--- config.mk ---
export PLATFORM = sky130hd
export DESIGN_NAME = prog_rom
export DESIGN_NICKNAME = d
export VERILOG_FILES = /design/src/rtl/prog_rom.sv
export SDC_FILE = /design/constraint.sdc
export NUM_CORES = 1
export LEC_CHECK = 0
export CAP_MARGIN = 15
export CORE_AREA = 2 2 39 41
export DETAILED_ROUTE_END_ITERATION = 16
export DIE_AREA = 0 0 41 43
export PLACE_DENSITY = 0.59
export SLEW_MARGIN = 10
export SYNTH_ARGS = -nofsm -noshare
export SYNTH_HDL_FRONTEND = slang
export SYNTH_SLANG_ARGS = --single-unit
export TNS_END_PERCENT = 50
--- constraint.sdc ---
create_clock -name clk -period 4.21 [get_ports clk]
set_input_delay 1.0525 -clock clk [delete_from_list [all_inputs] [get_ports clk]]
set_output_delay 1.0525 -clock clk [all_outputs]
set_load 0.03 [all_outputs]
--- src/rtl/prog_rom.sv ---
`default_nettype none
// ============================================================================
// Module   : prog_rom
// Brief    : Program ROM with a default 14-word image, 1-cycle registered read
//            and an optional load port enabled by macro PROG_ROM_LOAD_EN.
// Revision : 1.0 - initial release
// ============================================================================
module prog_rom #(
    parameter int DATA_W = 8,
    parameter int ADDR_W = 8,
    parameter int DEPTH  = 256
) (
    input  logic              clk,
    input  logic              rst,
    input  logic [ADDR_W-1:0] adrs,
    input  logic              rd,
`ifdef PROG_ROM_LOAD_EN
    input  logic              ld_start,
    input  logic [ADDR_W-1:0] ld_len,
    input  logic              ld_valid,
    input  logic [DATA_W-1:0] ld_data,
    output logic              ld_ready,
    output logic              ld_done,
`endif
    output logic [DATA_W-1:0] dout,
    output logic              dvalid,
    output logic              oor,
    output logic              busy
);

    localparam int                c_IDX_W     = $clog2(DEPTH);
    localparam logic [ADDR_W:0]   c_DEPTH_EXT = (ADDR_W + 1)'(DEPTH);

    function automatic logic [DATA_W-1:0] img(input int idx);
        logic [7:0] b;
        case (idx)
            0:       b = 8'h01;
            1:       b = 8'h20;
            2:       b = 8'h05;
            3:       b = 8'h22;
            4:       b = 8'h03;
            5:       b = 8'h20;
            6:       b = 8'h05;
            7:       b = 8'h23;
            8:       b = 8'h02;
            9:       b = 8'h22;
            10:      b = 8'h04;
            11:      b = 8'h22;
            12:      b = 8'h06;
            13:      b = 8'h02;
            default: b = 8'h00;
        endcase
        return DATA_W'(b);
    endfunction

    logic              w_in_range;
    logic              w_rd_ok;
    logic [DATA_W-1:0] w_rd_word;

    assign w_in_range = ({1'b0, adrs} < c_DEPTH_EXT);

`ifdef PROG_ROM_LOAD_EN
    localparam logic [1:0]        c_IDLE = 2'd0;
    localparam logic [1:0]        c_LOAD = 2'd1;
    localparam logic [1:0]        c_DONE = 2'd2;
    localparam logic [ADDR_W-1:0] c_LAST = ADDR_W'(DEPTH - 1);

    logic [1:0]        r_state;
    logic [1:0]        w_state_nxt;
    logic [ADDR_W-1:0] r_ptr;
    logic [ADDR_W-1:0] r_last;
    logic [ADDR_W-1:0] w_last_calc;
    logic [DATA_W-1:0] r_mem [DEPTH];

    // Zero length, or any length beyond the array, loads the whole array.
    assign w_last_calc = (ld_len == '0 || {1'b0, ld_len} > c_DEPTH_EXT) ? c_LAST
                                                                       : ld_len - 1'b1;

    always_ff @(posedge clk) begin
        if (rst) r_state <= c_IDLE;
        else     r_state <= w_state_nxt;
    end

    always_comb begin
        w_state_nxt = r_state;
        case (r_state)
            c_IDLE:  if (ld_start) w_state_nxt = c_LOAD;
            c_LOAD:  if (ld_valid && r_ptr == r_last) w_state_nxt = c_DONE;
            c_DONE:  w_state_nxt = c_IDLE;
            default: w_state_nxt = c_IDLE;
        endcase
    end

    always_ff @(posedge clk) begin
        if (rst) begin
            r_ptr  <= '0;
            r_last <= '0;
        end else if (r_state == c_IDLE && ld_start) begin
            r_ptr  <= '0;
            r_last <= w_last_calc;
        end else if (r_state == c_LOAD && ld_valid) begin
            r_ptr  <= r_ptr + 1'b1;
        end
    end

    // Reset reloads the default image, discarding any partial load.
    always_ff @(posedge clk) begin
        if (rst) begin
            for (int i = 0; i < DEPTH; i++) r_mem[i] <= img(i);
        end else if (r_state == c_LOAD && ld_valid) begin
            r_mem[r_ptr[c_IDX_W-1:0]] <= ld_data;
        end
    end

    assign ld_ready  = (r_state == c_LOAD);
    assign ld_done   = (r_state == c_DONE);
    assign busy      = (r_state != c_IDLE);
    assign w_rd_ok   = rd && (r_state == c_IDLE);
    assign w_rd_word = r_mem[adrs[c_IDX_W-1:0]];
`else
    logic [DATA_W-1:0] w_rom [DEPTH];

    for (genvar gi = 0; gi < DEPTH; gi++) begin : g_rom
        assign w_rom[gi] = img(gi);
    end

    assign busy      = 1'b0;
    assign w_rd_ok   = rd;
    assign w_rd_word = w_rom[adrs[c_IDX_W-1:0]];
`endif

    always_ff @(posedge clk) begin
        if (rst) begin
            dout   <= '0;
            dvalid <= 1'b0;
            oor    <= 1'b0;
        end else begin
            dvalid <= w_rd_ok;
            oor    <= w_rd_ok && !w_in_range;
            if (w_rd_ok) dout <= w_in_range ? w_rd_word : '0;
        end
    end

endmodule
`default_nettype wire

Word level (Yosys, flattened, before mapping)
Memories as Yosys holds them, arrays and structs flattened. A register that Yosys moved wholly into a read port is not among the register bits.
Index checks and enable logic that the tools add are counted.
Widths: inputs -> output; s select.
{"block": "word_totals", "regBits": 1, "romBits": 2048, "input_bits": 11, "wordCells": 3, "memories": 1}
{"memory": "(name not given)", "words": 256, "width": 8, "read_ports": 1, "rd_ports_with_merged_regs": 1, "wr": 0, "line_no": "129", "source": "assign w_rd_word = w_rom[adrs[c_IDX_W-1:0]];"}
{"block": "op_classes", "bitwise": 1}
{"op": "$not 8->9", "n": 1}

Depth between registers and ports, before layout
Gate-level depths: netlist of run 1.
{"block": "logic_depth", "ltp_word": 1, "mapped_depth": 5}

Least setup slack after synthesis of run 1
OpenSTA, ideal clock, no wires.
{"block": "synth_timing", "path_type": "input to register", "from": "input port adrs[0]", "to": "register dout[1]", "setup_time_ns": 0.084, "arrival_time_ns": 1.985, "required_time_ns": 4.126, "setup_slack_ns": 2.140, "stages": 4, "path_buffers": 0, "cell_sequence": "inv_1 > ha_1 > mux4_2 > o31ai_2"}
{"block": "synth_via", "elab_chain_cells": 1}
{"element": "start, declared", "line_no": "15", "source": "input logic [ADDR_W-1:0] adrs,"}
{"element": "$not 8->9 (implied by the code)", "line_no": "129"}
{"element": "end, declared", "line_no": "25", "source": "output logic [DATA_W-1:0] dout,"}
No other way between the ends.
A chain may end at the register's enable or synchronous reset.

Worst setup path in the final report of run 1
Same ends and word-level chain as after synthesis.

==> results of run 1 <==
cells in the mapped netlist, types with 2 or more instances:
master	count	share of area
dfxtp_1	5	0.27
buf_4	6	0.12
ha_1	5	0.17
nand2b_1	3	0.050
a21oi_1	3	0.040
nand2_1	2	0.020
inv_1	3	0.030
area by class of cell:
cell class,count,area [µm²],area share
multi-input combinational,30,236,0.434
timing repair buffer,15,150,0.276
sequential,5,100,0.184
clock buffer,4,26.3,0.0483
tap,16,20.0,0.0368
inverter,3,11.3,0.0207
state kept, by name, indices dropped and copies added (netlist names):
register and count:
dout 4, dvalid 1
stage by stage:
step                      worst slack, ns  instance area [µm²]
after CTS                            1.73                  544
after detailed placement             1.49                  518
after floorplan                      2.14                  393
final                                1.73                  544
after global placement               1.52                  518
after global routing                 1.66                  544
final timing paths:
path,startpoint,endpoint,slack [ns],depth (start not counted)
worst min-delay path,dout[2]$_SDFFE_PP0P_,dout[2]$_SDFFE_PP0P_,0.47,2
worst max register to register,dout[1]$_SDFFE_PP0P_,dout[1]$_SDFFE_PP0P_,3.30,2
worst min register to register,dout[2]$_SDFFE_PP0P_,dout[2]$_SDFFE_PP0P_,0.47,2
worst max-delay path,adrs[0],dout[1]$_SDFFE_PP0P_,1.73,5
cells by family after synthesis:
kind of cell / after synthesis
DFF: 5
AOI/OAI and AO/OA: 6
buffers and inverters: 9
and+or+nand+nor: 11
other: 1
muxes: 2
adders and majority gates: 5
where the power goes:
group | internal (mW) | total (mW) | switching, mW
registers | 0.0483 | 0.0485 | 0.000207
logic | 0.0145 | 0.0317 | 0.0173
clock network | 0.0357 | 0.0533 | 0.0176
metal layers:
layer	GRT usage	wire, µm
met5	0	0
met2	0.131	285
met3	0.0157	71
met4	0.0800	0
met1	0.106	286
worst register-to-register path: stages (launching register included):
cell	delay (ns)
dfxtp_1	0.31
or3b_2	0.45
o31ai_2	0.06
==> reports/metrics.cfg, run 1 <==
[clock_network]
post_cts_buffers = 0
cts_resized = 0
clock_path_buffers = 2
clk_pin_slew_ns = 0.04
tritoncts = built
htree_levels = 1
clock-sinks = 5
clk_latency_ns = 0.24
cts_buffers = 3
cts-root-buf = clkbuf_4
cts_hold_buffers = 0

[worst_setup_path]
cpMaxStageDelayCell = clkdlybuf4s50_1
setup.worst_path.start_class = input port
timing.critical_path.buf_inv = 2
critPathKind = input port to flip-flop
crit_required_ns = 4.36
path_max_fanout = 5
cp.arrival_ns = 2.63
crit_family = buffers and inverters
path_cells = clkdlybuf4s50_1, inv_1, ha_1, mux4_2, o31ai_2
slowest_delay_ns = 0.55
end_kind = flip-flop

[sta]
hold_ws_ns = 0.466
fmax_mhz = 403
grt_setup_unrepaired = false
period_share = 0.589
hold_viol_final = 0
setup_viol = 0
period_minus_slack_ns = 2.48
slew_violations = 0
setup_tns_ns = 0
fin_worst_skew_ns = 0

[yosys]
ys_seq_area_frac = 0.268
synthCells = 39
synth_xor_xnor_area_share = 0
synth_edf_count = 0
avgSynthCellArea_um2 = 9.59
synthSimpleGateAreaFrac = 0.204
synth_top_family_by_area = simple AND/OR/NAND/NOR gates
ys_warn_count = 0
synth-main-ff-cell = dfxtp_1
synth_compound_area_frac = 0.114
synth.area.mux_share = 0.0870
synthArstFlopShare = 0
synth-seq-cells = 5
yosys.cell_types.count = 19
synthesis.area_um2 = 374
synth_fa_ha_area_frac = 0.167

[drt]
first_pass_iters = 3
wirelength_um = 643
drc_errors = 0
drt_iter0_drc = 5
antenna_left = 0
via_per_inst = 4.18
via_count = 305
routedWlPerCell_um = 8.81

[floorplanning]
initial_core_util = 0.270
coreArea_um2 = 1380
io_pins = 22
core.rowCount = 14
die_h_um = 43
die_area_um2 = 1760
die_w_um = 41

[final_layout]
nNetsFinal = 74
fillers = 154
final_common_cell = clkdlybuf4s50_1
final_cell_mix = clkdlybuf4s50_1, conb_1, ha_1, dfxtp_1
finalNonFillerCells = 73
area_delta_synth_final_pct = 45.5
post_route_cells_drive_above_1_share = 0.140
antenna_cells = 0
fin_util = 0.393

[grt]
grt_pass1_wl_um = 1090
grt_pass1_vias = 276
grt_max_degree = 10
grt_antenna_before_repair = 0
track_usage = 0.0904
gr-total-overflow = 0

[power]
power_density_nw_per_um2 = 245
p_total_mw = 0.134
p_leak_nw = 0.223
ir_worst_vdd_v = 0.0000547

[min_path]
hold_path.class = flip-flop to flip-flop

[outcome]
run_status = complete, no violations

[placement]
portBuffers = 15
gp_congestion = 0.673
hpwl_um = 539
place_inst = 69

[job]
maxCapViolCount = 0

Power figures use the tool's default switching activity.
==> inputs of run 2 (changes only) <==
--- a/config.mk
+++ b/config.mk
@@ -9,7 +9,7 @@
 export CORE_AREA = 2 2 39 41
 export DETAILED_ROUTE_END_ITERATION = 16
 export DIE_AREA = 0 0 41 43
-export PLACE_DENSITY = 0.59
+export PLACE_DENSITY = 0.61
 export SLEW_MARGIN = 10
 export SYNTH_ARGS = -nofsm -noshare
 export SYNTH_HDL_FRONTEND = slang
==> constraint.sdc (replaced) <==
create_clock -name clk -period 2.15 [get_ports clk]
set_input_delay 0.5375 -clock clk [delete_from_list [all_inputs] [get_ports clk]]
set_output_delay 0.5375 -clock clk [all_outputs]
set_load 0.03 [all_outputs]
==> run 2 against run 1 <==
Critical path type unchanged. Power grew 100%. Setup slack worse by 1.4 ns. Largest power group unchanged. Critical endpoint unchanged. Clock skew unchanged.
==> reports/metrics.cfg, run 2 (same netlist as run 1, synthesis figures left out) <==
[sta]
slew_violations = 0
fin_worst_skew_ns = 0
setup_viol = 0
hold_viol_final = 0
period_minus_slack_ns = 1.83
setup_tns_ns = 0
grt_setup_unrepaired = false
fmax_mhz = 546
period_share = 0.852

[grt]
use_met2 = 0.128
gr-total-overflow = 0
grt_pass1_wl_um = 1010
top_usage_layer = met2
grt_antenna_before_repair = 0
use_met3 = 0.0157
track_usage = 0.0894
use_met1 = 0.0871
grt_max_degree = 10
grt_pass1_vias = 258

[final_layout]
antenna_cells = 0
reg.largest.list = dout (4), dvalid (1)
multi_input_area_um2 = 236
nNetsFinal = 76
stdcell_area_um2 = 559
final_cell_mix = clkdlybuf4s50_1, conb_1, ha_1, dfxtp_1
area_delta_synth_final_pct = 49.5
seqCellArea_um2 = 100
top_register = dout
largest_reg_flops = 4
post_route_cells_drive_above_1_share = 0.169
final_common_cell = clkdlybuf4s50_1
fillers = 152

[floorplanning]
io_pins = 22
core.rowCount = 14
die_h_um = 43
die_area_um2 = 1760
initial_core_util = 0.270
coreArea_um2 = 1380
die_w_um = 41

[clock_network]
clk_latency_ns = 0.24
tritoncts = built
htree_levels = 1
cts_resized = 0
clock_path_buffers = 2
clock-sinks = 5
cts_hold_buffers = 0
clk_pin_slew_ns = 0.04
cts_buffers = 3
cts-root-buf = clkbuf_4
post_cts_buffers = 0

[drt]
drc_errors = 0
via_count = 317
drt_iter0_drc = 0
wirelength_um = 637
via_per_inst = 4.23
first_pass_iters = 1
antenna_left = 0
routedWlPerCell_um = 8.49

[power]
p_comb_frac = 0.241
ir_worst_vdd_v = 0.000109
p_leak_nw = 0.232
power_density_nw_per_um2 = 477
switching_share = 0.269
clockPowerShare = 0.403
p_int_mw = 0.195
power_frac_seq = 0.356
switchingPower_mw = 0.0717

[worst_setup_path]
critPathKind = input port to flip-flop
end_kind = flip-flop
setup.worst_path.start_class = input port
crit_required_ns = 2.31
cp.arrival_ns = 1.99
path_max_fanout = 3

[outcome]
run_status = complete, no violations

[placement]
gp_congestion = 0.664
portBuffers = 15
placed_area_um2 = 533

[min_path]
hold_path.class = flip-flop to flip-flop

[job]
maxCapViolCount = 0

## run 2: cell count changes in the layout (fill, tap and decap cells not counted)
cell / before / now
buf_4: 0 / 2
## run 2: power groups by stage
stage                     clock network, mW  registers, mW  logic [mW]
after CTS                             0.113         0.0950      0.0650
after global placement                    0         0.0967      0.0643
after detailed placement                  0         0.0967      0.0649
final                                 0.108         0.0951      0.0642
after global routing                  0.116         0.0951      0.0700
after floorplan                           0         0.0998      0.0365
## run 2: cell type report
cell class              instances  share of cell area
well taps                      16              0.0358
flip-flops and latches          5               0.179
multi-input cells              30               0.423
inverters                       3              0.0201
clock buffers                   4              0.0470
repair buffers                 17               0.295
## run 2: routing by layer
layer / vias to the layer above / part of all wire
met2: 15 / 0.47
li1: 162 / -
met1: 136 / 0.37
met5: - / 0
met3: 4 / 0.11
met4: 0 / 0.050
## run 2: stage by stage
| stage | cells | power [mW] | utilization | setup WS [ns] | hold WS [ns] |
|---|---|---|---|---|---|
| detailed placement | 71 | 0.162 | 0.385 | 0.0627 | 0.463 |
| global placement | 71 | 0.161 | 0.385 | 0.0760 | 0.456 |
| floorplan | 44 | 0.136 | - | 0.595 | 0.587 |
| finish | 75 | 0.267 | 0.404 | 0.319 | 0.468 |
| CTS | 75 | 0.273 | 0.404 | 0.316 | 0.472 |
| global route | 75 | 0.281 | 0.404 | 0.252 | 0.490 |
## run 2: worst paths after layout
check	slack, ns	endpoint	from	depth (start not counted)
min reg2reg	0.47	dout[2]$_SDFFE_PP0P_	dout[2]$_SDFFE_PP0P_	2
max reg2reg	1.24	dout[1]$_SDFFE_PP0P_	dout[1]$_SDFFE_PP0P_	2
min	0.47	dout[2]$_SDFFE_PP0P_	dout[2]$_SDFFE_PP0P_	2
max	0.32	dout[1]$_SDFFE_PP0P_	adrs[0]	5
## run 2: worst max-delay path, cell delays in order
cell,delay [ns]
clkdlybuf4s50_1,0.47
inv_1,0.07
ha_1,0.28
mux4_2,0.46
o31ai_2,0.17
